===== src/rtl/if_fetch_unit.sv =====
// Instruction-fetch stage: fetch PC, single-outstanding imem handshake, output slot + one-entry skid.
// Optional IF_MISALIGN_CHECK_EN: misaligned redirects yield a flagged bubble slot instead of a fetch.
module if_fetch_unit #(
  parameter int unsigned               INSTR_WIDTH = 32,
  parameter logic [INSTR_WIDTH-1:0]    RESET_PC    = 32'hBFC0_0000
) (
  input  logic                   clk,
  input  logic                   rst,
  input  logic                   stall_i,
  input  logic                   redirect_i,
  input  logic [INSTR_WIDTH-1:0] redirect_pc_i,
  output logic                   imem_req_o,
  output logic [INSTR_WIDTH-1:0] imem_addr_o,
  input  logic                   imem_ready_i,
  input  logic [INSTR_WIDTH-1:0] imem_rdata_i,
  output logic [INSTR_WIDTH-1:0] instr_o,
  output logic [INSTR_WIDTH-1:0] pc_o,
  output logic                   valid_o,
  output logic                   fetch_busy_o
`ifdef IF_MISALIGN_CHECK_EN
  ,output logic                  misalign_o
`endif
);

  typedef enum logic [1:0] {S_BOOT, S_REQ, S_HOLD, S_DRAIN} state_t;

  state_t                 r_state, w_state;
  logic [INSTR_WIDTH-1:0] r_fpc, w_fpc;
  logic [INSTR_WIDTH-1:0] r_tgt, w_tgt;
  logic [INSTR_WIDTH-1:0] r_instr, w_instr;
  logic [INSTR_WIDTH-1:0] r_pc, w_pc;
  logic                   r_valid, w_valid;
  logic [INSTR_WIDTH-1:0] r_sk_instr, w_sk_instr;
  logic [INSTR_WIDTH-1:0] r_sk_pc, w_sk_pc;
  logic                   r_sk_valid, w_sk_valid;
  logic                   r_lock, w_lock;
  logic                   r_busy, w_busy;
`ifdef IF_MISALIGN_CHECK_EN
  logic                   r_mis, w_mis;
`endif

  logic                   w_req;
  logic                   w_done;
  logic                   w_consume;
  logic                   w_allow;
  logic                   w_mis_redir;
  logic [INSTR_WIDTH-1:0] w_tgt_pc;

  always_ff @(posedge clk) begin
    if (!rst) begin
      r_state    <= S_BOOT;
      r_fpc      <= RESET_PC;
      r_tgt      <= RESET_PC;
      r_instr    <= '0;
      r_pc       <= '0;
      r_valid    <= 1'b0;
      r_sk_instr <= '0;
      r_sk_pc    <= '0;
      r_sk_valid <= 1'b0;
      r_lock     <= 1'b0;
      r_busy     <= 1'b0;
`ifdef IF_MISALIGN_CHECK_EN
      r_mis      <= 1'b0;
`endif
    end else begin
      r_state    <= w_state;
      r_fpc      <= w_fpc;
      r_tgt      <= w_tgt;
      r_instr    <= w_instr;
      r_pc       <= w_pc;
      r_valid    <= w_valid;
      r_sk_instr <= w_sk_instr;
      r_sk_pc    <= w_sk_pc;
      r_sk_valid <= w_sk_valid;
      r_lock     <= w_lock;
      r_busy     <= w_busy;
`ifdef IF_MISALIGN_CHECK_EN
      r_mis      <= w_mis;
`endif
    end
  end

  always_comb begin
    w_state    = r_state;
    w_fpc      = r_fpc;
    w_tgt      = r_tgt;
    w_instr    = r_instr;
    w_pc       = r_pc;
    w_valid    = r_valid;
    w_sk_instr = r_sk_instr;
    w_sk_pc    = r_sk_pc;
    w_sk_valid = r_sk_valid;
    w_lock     = r_lock;
    w_allow    = 1'b0;
`ifdef IF_MISALIGN_CHECK_EN
    w_mis       = r_mis;
    w_tgt_pc    = redirect_pc_i;
    w_mis_redir = |redirect_pc_i[1:0];
`else
    w_tgt_pc    = redirect_pc_i & ~(INSTR_WIDTH'(3));
    w_mis_redir = 1'b0;
`endif
    w_req     = (r_state == S_REQ) || (r_state == S_DRAIN);
    w_done    = w_req && imem_ready_i;
    w_consume = r_valid && !stall_i;
    w_busy    = w_req && !w_done;

    if (redirect_i) begin
      // Slot consumed this edge is the delay slot; everything else is flushed.
      w_instr    = '0;
      w_pc       = '0;
      w_valid    = 1'b0;
      w_sk_instr = '0;
      w_sk_pc    = '0;
      w_sk_valid = 1'b0;
      w_lock     = w_mis_redir;
`ifdef IF_MISALIGN_CHECK_EN
      w_mis      = w_mis_redir;
      if (w_mis_redir) begin
        w_valid = 1'b1;
        w_pc    = w_tgt_pc;
      end
`endif
      if (w_req && !w_done) begin
        w_state = S_DRAIN;
        w_tgt   = w_tgt_pc;
      end else begin
        w_fpc   = w_tgt_pc;
        w_state = w_mis_redir ? S_HOLD : S_REQ;
      end
    end else begin
      if (w_consume) begin
        w_instr    = r_sk_instr;
        w_pc       = r_sk_pc;
        w_valid    = r_sk_valid;
        w_sk_instr = '0;
        w_sk_pc    = '0;
        w_sk_valid = 1'b0;
`ifdef IF_MISALIGN_CHECK_EN
        w_mis      = 1'b0;
`endif
      end
      // The skid is always empty while a request is outstanding, so a completion never overwrites it.
      if (w_done && (r_state == S_REQ)) begin
        if (!r_valid || w_consume) begin
          w_instr = imem_rdata_i;
          w_pc    = r_fpc;
          w_valid = 1'b1;
        end else begin
          w_sk_instr = imem_rdata_i;
          w_sk_pc    = r_fpc;
          w_sk_valid = 1'b1;
        end
        w_fpc = r_fpc + INSTR_WIDTH'(4);
      end
      w_allow = !w_sk_valid && !(r_valid && stall_i) && !r_lock;
      unique case (r_state)
        S_BOOT:  w_state = S_REQ;
        S_REQ:   if (w_done) w_state = w_allow ? S_REQ : S_HOLD;
        S_HOLD:  if (w_allow) w_state = S_REQ;
        S_DRAIN: if (w_done) begin
                   w_fpc   = r_tgt;
                   w_state = r_lock ? S_HOLD : S_REQ;
                 end
        default: w_state = S_BOOT;
      endcase
    end
  end

  assign imem_req_o   = (r_state == S_REQ) || (r_state == S_DRAIN);
  assign imem_addr_o  = r_fpc;
  assign instr_o      = r_instr;
  assign pc_o         = r_pc;
  assign valid_o      = r_valid;
  assign fetch_busy_o = r_busy;
`ifdef IF_MISALIGN_CHECK_EN
  assign misalign_o   = r_mis;
`endif

endmodule


===== config.mk =====
export PLATFORM = sky130hd
export DESIGN_NAME = if_fetch_unit
export DESIGN_NICKNAME = d
export VERILOG_FILES = /design/src/rtl/if_fetch_unit.sv
export SDC_FILE = /design/constraint.sdc
export NUM_CORES = 1
export LEC_CHECK = 0
export ABC_AREA = 1
export CAP_MARGIN = 20
export CORE_MARGIN = 2
export CORE_UTILIZATION = 45
export DETAILED_ROUTE_END_ITERATION = 8
export GPL_TIMING_DRIVEN = 0
export PLACE_DENSITY = 0.74
export SYNTH_ARGS = -nofsm -noshare
export SYNTH_HDL_FRONTEND = slang
export SYNTH_SLANG_ARGS = --single-unit

===== constraint.sdc =====
create_clock -name clk -period 5.2 [get_ports clk]
set_clock_uncertainty 0.2 [all_clocks]
set_input_delay 0.78 -clock clk [delete_from_list [all_inputs] [get_ports clk]]
set_output_delay 0.78 -clock clk [all_outputs]
set_load 0.01 [all_outputs]

==> results of run 1 <==
## routing by layer
layer | share of wire (%) | up-vias | routed length, um
met3 | 8.8 | 48 | 2450
met4 | 1.9 | 0 | 543
li1 | - | 4323 | -
met5 | 0 | - | 0
met1 | 43 | 4160 | 11900
met2 | 47 | 412 | 13000
## power breakdown
| part | internal (uW) | switching (uW) | total, uW |
|---|---|---|---|
| Sequential | 1530 | 59.9 | 1590 |
| Combinational | 180 | 228 | 408 |
| Clock | 702 | 655 | 1360 |
## worst paths after layout
| path | start | to | slack (ps) | cells past startpoint |
|---|---|---|---|---|
| setup / recovery | imem_addr_o[15] | imem_addr_o[15] | 2550 | 1 |
| hold / removal | r_sk_pc[1] | r_sk_pc[1] | 250 | 2 |
| setup reg to reg | imem_addr_o[2] | imem_addr_o[26] | 2890 | 12 |
| hold reg to reg | r_sk_pc[1] | r_sk_pc[1] | 250 | 2 |
## Yosys cell counts, drive strengths merged
master,n
ha,1
o21a,1
xnor2,2
a221oi,3
conb,1
o221a,19
dfxtp,193
nor4,1
nand2,298
o221ai,9
nand3,65
buf,39
nor2,52
a311oi,10
a2111oi,1
a211oi,4
xor2,12
a21oi,73
inv,96
o211ai,4
nor3,5
nand4,8
and2,1
clkinv,1
o21ai,158
a31oi,60
clkbuf,48
nand3b,1
o22ai,2
## sequential cells by signal (all words and copies together), names as in the netlist
register	count
r_state	2
instr_o	32
r_tgt	30
fetch_busy_o	1
imem_addr_o	30
valid_o	1
r_sk_valid	1
pc_o	32
r_sk_instr	32
r_sk_pc	32
## cell type report
| type | count | area (um^2) |
|---|---|---|
| fillers | 1736 | 7630 |
| multi-input cells | 792 | 4020 |
| flip-flops and latches | 193 | 3860 |
| repair buffers | 161 | 1610 |
| clock buffers | 18 | 439 |
| plain buffers | 87 | 384 |
| inverters | 97 | 364 |
| well taps | 234 | 293 |
| clock inverters | 14 | 159 |
## per-stage QoR
step | util (%) | setup WS, ps | instance area [um^2]
after detailed placement | 56.1 | 2150 | 10500
after CTS | 59.3 | 2560 | 11100
after floorplan | - | 3170 | 8630
after global routing | 59.3 | 2460 | 11100
final | 59.3 | 2550 | 11100
after global placement | 56.1 | 2160 | 10500
## cell usage in the layout, fill, tap and decap left out, types with 2 or more instances in the layout
| cell | Yosys | layout |
|---|---|---|
| xor2_1 | 12 | 12 |
| nor3_1 | 4 | 4 |
| dfxtp_1 | 193 | 193 |
| buf_1 | 6 | 6 |
| a211oi_1 | 4 | 4 |
| inv_6 | 0 | 3 |
| o221a_2 | 19 | 19 |
| o221ai_1 | 9 | 9 |
| nor2_4 | 6 | 6 |
| clkbuf_1 | 48 | 48 |
| nor2_1 | 30 | 30 |
| a31oi_1 | 60 | 60 |
| nand2_1 | 292 | 292 |
| inv_1 | 85 | 85 |
| a311oi_1 | 10 | 10 |
| nand4_1 | 7 | 7 |
| xnor2_1 | 2 | 2 |
| nand3_1 | 64 | 64 |
| inv_8 | 0 | 7 |
| buf_2 | 28 | 28 |
| o22ai_1 | 2 | 2 |
| a221oi_1 | 3 | 3 |
| nor2_2 | 16 | 16 |
| conb_1 | 1 | 2 |
| a21oi_1 | 73 | 73 |
| o21ai_0 | 149 | 149 |
| o21ai_1 | 9 | 9 |
| clkdlybuf4s50_1 | 0 | 161 |
| clkinvlp_4 | 0 | 2 |
| nand2_2 | 6 | 6 |
| clkbuf_16 | 0 | 17 |
| o211ai_1 | 4 | 4 |
| buf_4 | 4 | 4 |
| inv_2 | 11 | 11 |
## cell families (layout without fill, tap and decap cells)
family / Yosys count / after routing / synth area share [%]
other cells: 1 / 2 / 0.0435
buf+inv: 184 / 377 / 8.67
compound gates: 344 / 344 / 23.5
flops: 193 / 193 / 44.8
xor+xnor: 14 / 14 / 1.42
fa+ha+maj: 1 / 1 / 0.145
simple gates: 431 / 431 / 21.4
==> impl_results.md, run 1 <==
* TritonCTS clock tree: yes
* Initial drt markers at 819
* Placed Cells at 1,564
* DR vias at 8,943
* Slew HR at 61.1%
* Max Clk Rate at 0.377 GHz
* Global-route wire length before repair at 43,600 um
* Global Route met3 Usage at 5.55%
* Worst Setup End Kind: output port
* Area Growth Syn to Fin at 29.0%
* Hold Path Class: reg2reg
* Yosys warning total at 0
* N_diodes at 0
* Io pins at 168
* Period utilization at 51.0%
* Number of buffers created by CTS at 17
* Met1 GRT Util at 35.5%
* Finished Layout Cells at 1,596
* Root buf cell: clkbuf_16
* CP bufs+invs at 1
* Cell taking the most area after synthesis: dfxtp_1
* DR DRC count at 0
* Final Slew Violations at 0
* Drt wl/cell at 17.5 um
* Worst slew pin tran at 583 ps
* Post_cts resized at 0
* Global Route Usage Sum at 27.3%
* Sequential-to-total area share from yosys stat at 44.8%
* Syn Area/Cell at 7.39 um^2
* GR Layer Usage met2 at 45.6%
* GP Congestion at 0.917
* Die width at 142 um
* Hold WS at 246 ps
* Critical Path RT at 4220 ps
* Count of max-cap constraint violations at 0
* Number of global-route vias before repair at 8,425
* Synth area leaders: dfxtp_1 (45%), nand2_1 (13%), o21ai_0 (8.6%)
* DR pass1 iterations at 6
* Mapped cell area at 8630 um^2
* RSZ-0062 raised after global routing: false
* Rows at 50
* Port Buf Inserts at 161
* Crit-path max FO at 8
* Final HPWL DP at 20,300 um
* Largest net degree at the start of global routing at 20
* Post-CTS Setup Inserts at 0
* Hold_buf cts at 0
* Share of the synthesized area in the top cell type at 44.8%
* Setup Viol. Count Final at 0
* Yosys reg bits at 193
* Clock sinks at 193
* ANT nets after route at 0
* Worst-Skew Late Latency at 450 ps
* Final hold violation count at 0
* Chip height at 142 um
* Final layout net count at 1,419
* Core ar. at 18,800 um^2
* Die ar. at 20,300 um^2
* Pwr dens at 301 nW/um^2
* Total gr overflow at 0
* Post-Syn Instances at 1,168
* Antenna violations before repair at 0
* Synth cell types at 40
* CP startpoint kind: flop
* Slowest CP cell: clkdlybuf4s50_1
* Via-to-Cell Ratio at 5.60
* Crit-path cells: clkdlybuf4s50_1
* Leakage at 0.00420 uW
* Drt total wl at 27,900 um
* Clock slew at reported path FFs at 70 ps
* Min Clock Period, post-route at 2650 ps
* Outcome: complete, no violations
* CP Data Arrival Time at 1670 ps
* Slowest stage delay, CP at 630 ps
* Crit Path Class: reg2out
* Setup TNS Final at 0 ps
* Pwr Total at 3350 uW
* Initial Util at 46.0%
* Layout cells sized above 1 at 9.25%
* CP delay by family, top: buffers and inverters
* Max clock buf depth at 2
* Peak supply drop at 0.254 mV
* GR peak layer: met2
* H-tree Lvls at 4
Power figures use the tool's default switching activity.
==> run 2, diff against run 1 <==
--- a/config.mk
+++ b/config.mk
@@ -11,7 +11,7 @@
 export CORE_UTILIZATION = 45
 export DETAILED_ROUTE_END_ITERATION = 8
 export GPL_TIMING_DRIVEN = 0
-export PLACE_DENSITY = 0.74
+export PLACE_DENSITY = 0.77
 export SYNTH_ARGS = -nofsm -noshare
 export SYNTH_HDL_FRONTEND = slang
 export SYNTH_SLANG_ARGS = --single-unit
==> constraint.sdc (replaced) <==
create_clock -name clk -period 2.4 [get_ports clk]
set_clock_uncertainty 0.2 [all_clocks]
set_input_delay 0.36 -clock clk [delete_from_list [all_inputs] [get_ports clk]]
set_output_delay 0.36 -clock clk [all_outputs]
set_load 0.01 [all_outputs]
==> run 2 against run 1 <==
Compared with the run above:
- critical path type is now in2reg
- wire length down 0.42%
- cell count about the same
- register-to-register slack got worse by 2700 ps
- setup slack worse by 2400 ps
==> impl_results.md, run 2 (synthesized netlist as in run 1, its figures left out) <==
* Outcome: complete, no violations
* Filler cells at 1,704
* Worst slew pin tran at 587 ps
* Crit-path max FO at 10
* Core ar. at 18,800 um^2
* Most common cell after layout, fill and taps aside: nand2_1
* Pwr dens at 649 nW/um^2
* Crit-path cells: clkdlybuf4s50_1, nand2_2, nor2_2, buf_4, nand4_2, o21ai_0, nand3_1, a21oi_1, nor2_1
* Leakage at 0.00420 uW
* Slowest CP cell: clkdlybuf4s50_1
* Global Route Usage Sum at 26.8%
* Worst r2r src: imem_addr_o[3]
* Slew HR at 60.9%
* Max Clk Rate at 0.450 GHz
* DR vias at 9,025
* Pwr Total at 7230 uW
* Max clock buf depth at 2
* CP bufs+invs at 2
* Io pins at 168
* Crit path launch: imem_ready_i
* Rows at 50
* Clock slew at reported path FFs at 70 ps
* DR pass1 iterations at 8
* Chip height at 142 um
* Final WS setup at 178 ps
* Via-to-Cell Ratio at 5.66
* Drt total wl at 27,800 um
* Final layout net count at 1,419
* Drt wl/cell at 17.4 um
* Post-CTS Setup Inserts at 0
* GP Congestion at 0.924
* H-tree Lvls at 4
* CP delay by family, top: buffers and inverters
* Area Growth Syn to Fin at 29.0%
* RSZ-0062 raised after global routing: false
* Initial drt markers at 774
* Final HPWL DP at 20,200 um
* Antenna violations before repair at 0
* Critical Path RT at 2530 ps
* Hold_buf cts at 0
* Slowest stage delay, CP at 560 ps
* Period utilization at 92.6%
* Global-route wire length before repair at 43,100 um
* Hold Startpoint: rst
* Port Buf Inserts at 161
* ANT nets after route at 0
* Setup Viol. Count Final at 0
* Final Slew Violations at 0
* Min Clock Period, post-route at 2220 ps
* Layout cells sized above 1 at 9.48%
* Crit Path Class: in2reg
* TritonCTS clock tree: yes
* Hold Path Class: in2reg
* Most frequent cells in the layout: nand2_1 (292), dfxtp_1 (191), clkdlybuf4s50_1 (161)
* Peak supply drop at 0.596 mV
* Final hold violation count at 0
* CP Data Arrival Time at 2360 ps
* Worst-Skew Late Latency at 440 ps
* DR DRC count at 0
* CP startpoint kind: input port
* Die width at 142 um
* Total gr overflow at 0
* Worst Setup End Kind: flop
* Largest net degree at the start of global routing at 18
* Worst slack at placement at -240 ps
* Number of buffers created by CTS at 17
* Clock sinks at 193
* Count of max-cap constraint violations at 0
* N_diodes at 0
* Die ar. at 20,300 um^2
* Root buf cell: clkbuf_16
* Number of global-route vias before repair at 8,332
* Initial Util at 46.0%
[run 2: changes by cell type in the layout (fill, tap and decap cells not counted), sizes merged]
| cell | previous run | this run |
|---|---|---|
| inv | 106 | 102 |
| bufinv | 1 | 2 |
| clkinv | 2 | 4 |
[run 2: timing repair]
item,CTS,global route
hold endpoints to repair,0,0
resized for setup,0,4
setup endpoints to repair,0,5
[run 2: power by group]
group / total [uW] / internal, uW / switching (uW) / leakage, uW
Sequential: 3440 / 3310 / 129 / 0.00157
Combinational: 884 / 389 / 495 / 0.00234
Clock: 2910 / 1580 / 1330 / 0.000287
Total: 7230 / 5280 / 1950 / 0.00420
[run 2: final timing paths]
kind / slack (ps) / cells past startpoint / endpoint
min reg2reg: 250 / 2 / r_sk_pc[0]
max reg2reg: 200 / 8 / imem_addr_o[18]
max: 180 / 9 / imem_addr_o[18]
min: 90 / 3 / imem_addr_o[4]
[run 2: routing by layer]
metal	global-route usage (%)	vias up	share of wire (%)
met4	10.8	0	2.6
met1	35.6	4172	43
met3	3.90	60	9.0
li1	-	4327	-
met2	43.7	466	46
met5	0	-	0
[run 2: tightest hold or removal path: stages]
cell	delay (ps)
buf_2	170
o21ai_0	90
a221oi_1	50
[run 2: final cells by class]
type	instances	area, um^2	area share (%)
inverter	97	364	3.27
sequential	193	3870	34.7
timing repair buffer	161	1610	14.5
clock inverter	13	151	1.36
clock buffer	18	439	3.94
tap	234	293	2.63
multi-input combinational	792	4030	36.2
buffer	87	384	3.45
[run 2: per-stage QoR]
step                instance area, um^2  TNS [ps]  utilization [%]  cells  hold WS [ps]
finish                            11100         0             59.3   1595          91.9
global placement                  10500     -7010             56.1   1564           233
CTS                               11100         0             59.3   1595          94.6
detailed placement                10500     -9260             56.1   1564           233
global route                      11100         0             59.3   1595           124
floorplan                          8630         0                -   1169           219
